### src/rtl/id_ex_fwd.sv
// ID/EX operand bypass and hazard stage.
// Resolves RAW hazards against the in-flight EX/MEM/WB destinations, stalls decode on
// load-use, and registers resolved operands into the ID/EX boundary.
// Writes and reads on the same edge return old data, so WB must be bypassed here.
module id_ex_fwd #(
    parameter int unsigned DATA_W = 32,
    parameter int unsigned SEL_W  = 5
) (
    input  logic              clk,
    input  logic              rst_n,
    input  logic              id_valid,
    input  logic [SEL_W-1:0]  id_rs1,
    input  logic [SEL_W-1:0]  id_rs2,
    input  logic              id_rs1_used,
    input  logic              id_rs2_used,
    input  logic [SEL_W-1:0]  id_rd,
    input  logic              id_rd_wr,
    input  logic              id_is_load,
    input  logic [DATA_W-1:0] rf_rd1,
    input  logic [DATA_W-1:0] rf_rd2,
    input  logic [DATA_W-1:0] ex_alu_result,
    input  logic [DATA_W-1:0] mem_result,
    input  logic [DATA_W-1:0] wb_data,
    input  logic              ext_stall,
    input  logic              flush,
    output logic              id_ready,
    output logic              ex_valid,
    output logic [DATA_W-1:0] ex_op1,
    output logic [DATA_W-1:0] ex_op2,
    output logic [SEL_W-1:0]  ex_rd,
    output logic              ex_rd_wr,
    output logic              ex_is_load,
    output logic [SEL_W-1:0]  wb_rd,
    output logic              wb_write
);

    // Slot state. Load-ness only matters while in EX; MEM already presents load data.
    logic              ex_valid_q, ex_valid_d;
    logic [SEL_W-1:0]  ex_rd_q, ex_rd_d;
    logic              ex_rd_wr_q, ex_rd_wr_d;
    logic              ex_is_load_q, ex_is_load_d;
    logic [DATA_W-1:0] ex_op1_q, ex_op1_d;
    logic [DATA_W-1:0] ex_op2_q, ex_op2_d;
    logic              mem_valid_q, mem_valid_d;
    logic [SEL_W-1:0]  mem_rd_q, mem_rd_d;
    logic              mem_rd_wr_q, mem_rd_wr_d;
    logic              wb_valid_q, wb_valid_d;
    logic [SEL_W-1:0]  wb_rd_q, wb_rd_d;
    logic              wb_rd_wr_q, wb_rd_wr_d;

    logic              ex_m1, ex_m2, mem_m1, mem_m2, wb_m1, wb_m2;
    logic              load_use;
    logic [DATA_W-1:0] fwd_op1, fwd_op2;

    // Source/slot match detection, load-use hazard and decode handshake.
    always_comb begin
        ex_m1    = id_rs1_used & ex_valid_q & ex_rd_wr_q & (ex_rd_q == id_rs1);
        ex_m2    = id_rs2_used & ex_valid_q & ex_rd_wr_q & (ex_rd_q == id_rs2);
        mem_m1   = id_rs1_used & mem_valid_q & mem_rd_wr_q & (mem_rd_q == id_rs1);
        mem_m2   = id_rs2_used & mem_valid_q & mem_rd_wr_q & (mem_rd_q == id_rs2);
        wb_m1    = id_rs1_used & wb_valid_q & wb_rd_wr_q & (wb_rd_q == id_rs1);
        wb_m2    = id_rs2_used & wb_valid_q & wb_rd_wr_q & (wb_rd_q == id_rs2);
        load_use = id_valid & (ex_m1 | ex_m2) & ex_is_load_q;
        id_ready = id_valid & ~load_use & ~ext_stall & ~flush;
    end

    // Operand select, youngest producer wins; a load in EX has no result yet.
    always_comb begin
        fwd_op1 = rf_rd1;
        if (ex_m1 && !ex_is_load_q) begin
            fwd_op1 = ex_alu_result;
        end else if (mem_m1) begin
            fwd_op1 = mem_result;
        end else if (wb_m1) begin
            fwd_op1 = wb_data;
        end
        fwd_op2 = rf_rd2;
        if (ex_m2 && !ex_is_load_q) begin
            fwd_op2 = ex_alu_result;
        end else if (mem_m2) begin
            fwd_op2 = mem_result;
        end else if (wb_m2) begin
            fwd_op2 = wb_data;
        end
    end

    // Slot advance: shift when not stalled, bubble EX when decode is not accepted or on flush.
    always_comb begin
        ex_valid_d   = ex_valid_q;
        ex_rd_d      = ex_rd_q;
        ex_rd_wr_d   = ex_rd_wr_q;
        ex_is_load_d = ex_is_load_q;
        ex_op1_d     = ex_op1_q;
        ex_op2_d     = ex_op2_q;
        mem_valid_d  = mem_valid_q;
        mem_rd_d     = mem_rd_q;
        mem_rd_wr_d  = mem_rd_wr_q;
        wb_valid_d   = wb_valid_q;
        wb_rd_d      = wb_rd_q;
        wb_rd_wr_d   = wb_rd_wr_q;
        if (!ext_stall) begin
            wb_valid_d  = mem_valid_q;
            wb_rd_d     = mem_rd_q;
            wb_rd_wr_d  = mem_rd_wr_q;
            mem_valid_d = ex_valid_q;
            mem_rd_d    = ex_rd_q;
            mem_rd_wr_d = ex_rd_wr_q;
            if (id_ready) begin
                ex_valid_d   = 1'b1;
                ex_rd_d      = id_rd;
                ex_rd_wr_d   = id_rd_wr;
                ex_is_load_d = id_is_load;
                ex_op1_d     = fwd_op1;
                ex_op2_d     = fwd_op2;
            end else begin
                ex_valid_d   = 1'b0;
                ex_rd_wr_d   = 1'b0;
                ex_is_load_d = 1'b0;
            end
        end
        // Flush kills EX even while the rest of the pipe is frozen.
        if (flush) begin
            ex_valid_d   = 1'b0;
            ex_rd_wr_d   = 1'b0;
            ex_is_load_d = 1'b0;
        end
    end

    // Slot registers with synchronous active-low reset.
    always_ff @(posedge clk) begin
        if (!rst_n) begin
            ex_valid_q   <= 1'b0;
            ex_rd_q      <= '0;
            ex_rd_wr_q   <= 1'b0;
            ex_is_load_q <= 1'b0;
            ex_op1_q     <= '0;
            ex_op2_q     <= '0;
            mem_valid_q  <= 1'b0;
            mem_rd_q     <= '0;
            mem_rd_wr_q  <= 1'b0;
            wb_valid_q   <= 1'b0;
            wb_rd_q      <= '0;
            wb_rd_wr_q   <= 1'b0;
        end else begin
            ex_valid_q   <= ex_valid_d;
            ex_rd_q      <= ex_rd_d;
            ex_rd_wr_q   <= ex_rd_wr_d;
            ex_is_load_q <= ex_is_load_d;
            ex_op1_q     <= ex_op1_d;
            ex_op2_q     <= ex_op2_d;
            mem_valid_q  <= mem_valid_d;
            mem_rd_q     <= mem_rd_d;
            mem_rd_wr_q  <= mem_rd_wr_d;
            wb_valid_q   <= wb_valid_d;
            wb_rd_q      <= wb_rd_d;
            wb_rd_wr_q   <= wb_rd_wr_d;
        end
    end

    assign ex_valid   = ex_valid_q;
    assign ex_op1     = ex_op1_q;
    assign ex_op2     = ex_op2_q;
    assign ex_rd      = ex_rd_q;
    assign ex_rd_wr   = ex_rd_wr_q;
    assign ex_is_load = ex_is_load_q;
    assign wb_rd      = wb_rd_q;
    assign wb_write   = wb_valid_q & wb_rd_wr_q;

endmodule

### config.mk
export PLATFORM = sky130hd
export DESIGN_NAME = id_ex_fwd
export DESIGN_NICKNAME = d
export VERILOG_FILES = /design/src/rtl/id_ex_fwd.sv
export SDC_FILE = /design/constraint.sdc
export NUM_CORES = 1
export LEC_CHECK = 0
export CAP_MARGIN = 20
export CORE_MARGIN = 1.5
export CORE_UTILIZATION = 41
export CTS_BUF_LIST = sky130_fd_sc_hd__clkbuf_16
export DETAILED_ROUTE_END_ITERATION = 8
export PLACE_DENSITY = 0.81
export SLEW_MARGIN = 20
export SYNTH_ARGS = -nofsm -noshare
export SYNTH_HDL_FRONTEND = slang
export SYNTH_SLANG_ARGS = --single-unit
### constraint.sdc
create_clock -name clk -period 2.73 [get_ports clk]
set_clock_uncertainty 0.2 [all_clocks]
set_input_delay 0.546 -clock clk [delete_from_list [all_inputs] [get_ports clk]]
set_output_delay 0.546 -clock clk [all_outputs]
set_load 0.01 [all_outputs]
# == Word-level counts from Yosys, hierarchy flattened ==
# Index checks and enable logic that the tools add are counted.
# totals
output_inout_bits,79
in_bits,184
reg_bits,86
wordCells,61
# op_classes
n_mux,9
eq_ne,6
n_reduce_logical,5
n_bitwise,29
# op_table
cell,n
$mux 32,6
$eq 5x5->1,6
$and 1x1->1,24
$not 1->1,4
$mux 1,3
$logic_and 1x1->1,2
$reduce_and 2->1,1
$reduce_or 2->1,1
$logic_not 1->1,1
$or 1x1->1,1

# == Longest topological paths before layout ==
# depth
ltp_word,11
ltp_mapped,8
ltp_nobuf,6

# == Worst setup path after synthesis ==
# OpenSTA, ideal clock, no wires.
# synth_timing
path_kind,input to output
start,input port id_rs1[4]
end,output port id_ready
arrival_ns,1.802
setup_slack_ns,0.182
t_required_ns,1.984
path_buffers,2
path_stages,6
cell_sequence,xor2_1 > or4_4 > a2bb2o_4 > a21oi_2 > buf_6 > buf_2
# synth_via
elab_chain_cells,9
# synth_rtl
item,line,source
"start, declared",12,"input logic [SEL_W-1:0] id_rs1,"
$eq 5x5->1,57,ex_m1 = id_rs1_used & ex_valid_q & ex_rd_wr_q & (ex_rd_q == id_rs1);
$and 1x1->1,57,
$or 1x1->1,63,load_use = id_valid & (ex_m1 | ex_m2) & ex_is_load_q;
$and 1x1->1 (2 in a row),63,
$not 1->1,64,id_ready = id_valid & ~load_use & ~ext_stall & ~flush;
$and 1x1->1 (3 in a row),64,
"end, declared",26,"output logic id_ready,"
# No other way between the ends.

# == Final worst setup path ==
# layout_timing
start,input port id_rs2[3]
end,output port id_ready
# layout_via
elab_chain_cells,9
# layout_rtl
item,line,source
"start, declared",13,"input logic [SEL_W-1:0] id_rs2,"
$eq 5x5->1,58,ex_m2 = id_rs2_used & ex_valid_q & ex_rd_wr_q & (ex_rd_q == id_rs2);
$and 1x1->1,58,
$or 1x1->1,63,
$and 1x1->1 (2 in a row),63,
$not 1->1,64,
$and 1x1->1 (3 in a row),64,
# No other way between the ends.

==> metrics <==
status finished clean; chip height roughly 120 um; slew margin rel. between 60% and 70%; WHS Endpoint ex_op1[30]; post-layout minimum cycle time 2.71 ns; top_reg_cell synth dfxtp_1; post-synthesis mux area share ~16%; Synth Area in XOR/XNOR 5.07%; non-filler instance count after layout 1058; Crit path arrival time 1.96 ns; Hold Path Depth 2; Synth Register Bits 86; Leak approximately 4 nW; Total GRT Usage 29.0%; element type at the critical path end output port; Initial DRC Count between 400 and 500; Core Rows 40; sequential fraction of the synthesis area between 30% and 40%; busiest grt layer met2; final antenna-violating net count 0; CTS root buf clkbuf_16; CP Class primary input to output port; fillcell total 979; WL final 20000 um; met1 Track Usage GR roughly a third; largest net degree at the start of global routing between 40 and 50; layout cells sized above 1 7.64%; synthesized area per cell around 8.3 um^2; Worst-path clk slew 0.06 ns; first-pass GRT wire length ~30000 um; reg-to-reg startpoint wb_rd[4]; Syn Inst Count roughly 630; post-synthesis compound-gate area fraction 25.7%; WL per Instance approximately 19 um; Post-synth top cells 88 x nor2_1, 86 x dfxtp_1, 83 x mux2i_1; Via Count ~6.0k; Max H-tree Level 3; Inst Count DP 1040; ant diodes 0; worst vdd ir ~0.44 mV; vias in the first global route between 5k and 6k; total congestion overflow 0; Final Util between 60% and 70%; worst-case clock buffer depth 2; port buffer count ~260; Warnings, synthesis 0; RSZ-0062 raised after global routing yes; final hold slack about 0.32 ns; syn nets 809; count of final max-slew check failures 0; cell area after synthesis roughly 0.0052 mm^2; P&R area growth vs syn 63.7%; Post-synth ARST share 0%; Num CTS Buffers 9; Synth Area in Simple Gates about 14%; fmax roughly 0.37 GHz; vias per cell ~5.7; top post-synthesis cells by area dfxtp_1 33%, mux2i_1 16%, a211o_1 11%; Setup Buffers After CTS 0; DPL Wire Length between 10000 and 15000 um; Yosys top cell by area dfxtp_1; # setup viols final 0; CORE AREA roughly 0.012 mm^2; largest family of logic cells by synthesized area compound AO/OA/AOI/OAI gates; beginning of the worst hold path ex_op1[30]; worst slew pin tran between 0.5 and 0.6 ns; # nets final 1070; Netlist cell types 30; I/O pin count about 260; initial antenna violation count 0; Starting Density around 43%; CP Max Fanout 2; R2R Setup Slk ~0.34 ns; pwr dens 371 mW/mm^2; residual DRC count 0; M3 GR Usage under 10%; most frequent cell after synthesis nor2_1; GRT met2 Usage about half; fin crit share slightly below 100%; latest clock arrival within the worst-skew pair between 0.3 and 0.4 ns; final instance area between 0.008 and 0.009 mm^2; DP Area 0.00811 mm^2; reg-to-reg endpoint ex_op1[18]; TritonCTS clock tree built; Die X 115 um; Hold WC Path Type flop to flop; max_cap viols 0; Post-Synth Adder-Cell Area 0%; GP Congestion 0.871; Die ar. approximately 0.013 mm^2; Startpoint Class primary input; drt pass-1 iters 5; Post-synth EDFFs 0; Yosys top cell area share between 30 and 40%; R2R depth 8; final hold violation count 0; CP Data Required Time just under 2 ns; power consumption 0.00315 W; CTS Sinks 86
[cell usage in the layout, fill, tap and decap left out, types with 2 or more instances in the layout]
cell             count
a211o_1             64
o21ai_1             37
dfxtp_1             86
mux2i_1             83
xnor2_1              6
nand3_2              2
nor4_2               2
dlygate4sd2_1        4
a22oi_1              2
buf_12               7
clkinv_1             3
buf_4               31
buf_6                2
and3_1               2
nor4_1               3
xor2_1              24
nand2_1             67
clkdlybuf4s50_1    254
dlymetal6s2s_1       2
nand3_1              2
a31oi_1             64
clkinv_2             3
clkbuf_16           11
o21ai_0             27
nor2_1              88
[logic make-up after synthesis]
kind of cell,after synthesis
multiplexers,83
buffers and inverters,56
flip-flops,86
XOR/XNOR,30
AO/OA/AOI/OAI,197
AND/OR/NAND/NOR,173
[final cells by class]
cell class                 instances  area (um^2)  area share [%]
tap                              168          210            2.48
clock inverter                     6         30.0           0.354
timing repair buffer             305         3110            36.7
inverter                           1         3.75          0.0443
clock buffer                       9          225            2.66
multi-input combinational        483         3180            37.5
sequential                        86         1720            20.3
[state kept, by name (all words and copies together), names as in the netlist, 5 cells and up]
register  count
ex_rd         5
ex_op1       32
ex_op2       32
mem_rd_q      5
wb_rd         5
[layer usage]
| metal | routed length (um) | vias to the layer above |
|---|---|---|
| met5 | 0 | - |
| met4 | 802 | 0 |
| met3 | 1690 | 57 |
| met2 | 9770 | 316 |
| met1 | 7760 | 2825 |
| li1 | - | 2803 |
[critical path, cell delays in order]
cell and delay, ns:
clkdlybuf4s50_1 0.46, xor2_1 0.18, nor4_2 0.36, a2bb2o_4 0.19
a21oi_4 0.07, buf_6 0.16
[how the worst max path moves through the flow]
stage,startpoint,to,slack (ns),cells after the start
finish,id_rs2[3],id_ready,0.02,6
floorplan,id_rs1[4],id_ready,0.18,6
CTS,id_rs2[4],id_ready,0.03,6
detailed placement,id_rs1[4],id_ready,-0.52,6
global route,id_rs2[0],ex_op2[31],-0.02,9
global placement,id_rs1_used,id_ready,-0.53,6
[where the power goes]
part	leakage [nW]	internal (W)	switching, W
clock	0.126	0.000600	0.000495
sequential	0.702	0.00131	0.0000341
combinational	3.06	0.000450	0.000258
[stage by stage]
stage / TNS, ns / setup slack [ns]
3_3_place_gp: -23.53 / -0.525
2_1_floorplan: 0 / 0.182
4_1_cts: 0 / 0.0270
5_1_grt: -0.0384 / -0.0164
3_5_place_dp: -26.36 / -0.522
6_report: 0 / 0.0239
[timing repair]
action / CTS / global route
hold buffers: 0 / 0
gates resized for setup: 14 / 6
setup endpoints to repair: 54 / 55
pin swaps: 2 / 6
cloned: 1 / 2
(Power assumes the default switching activity.)
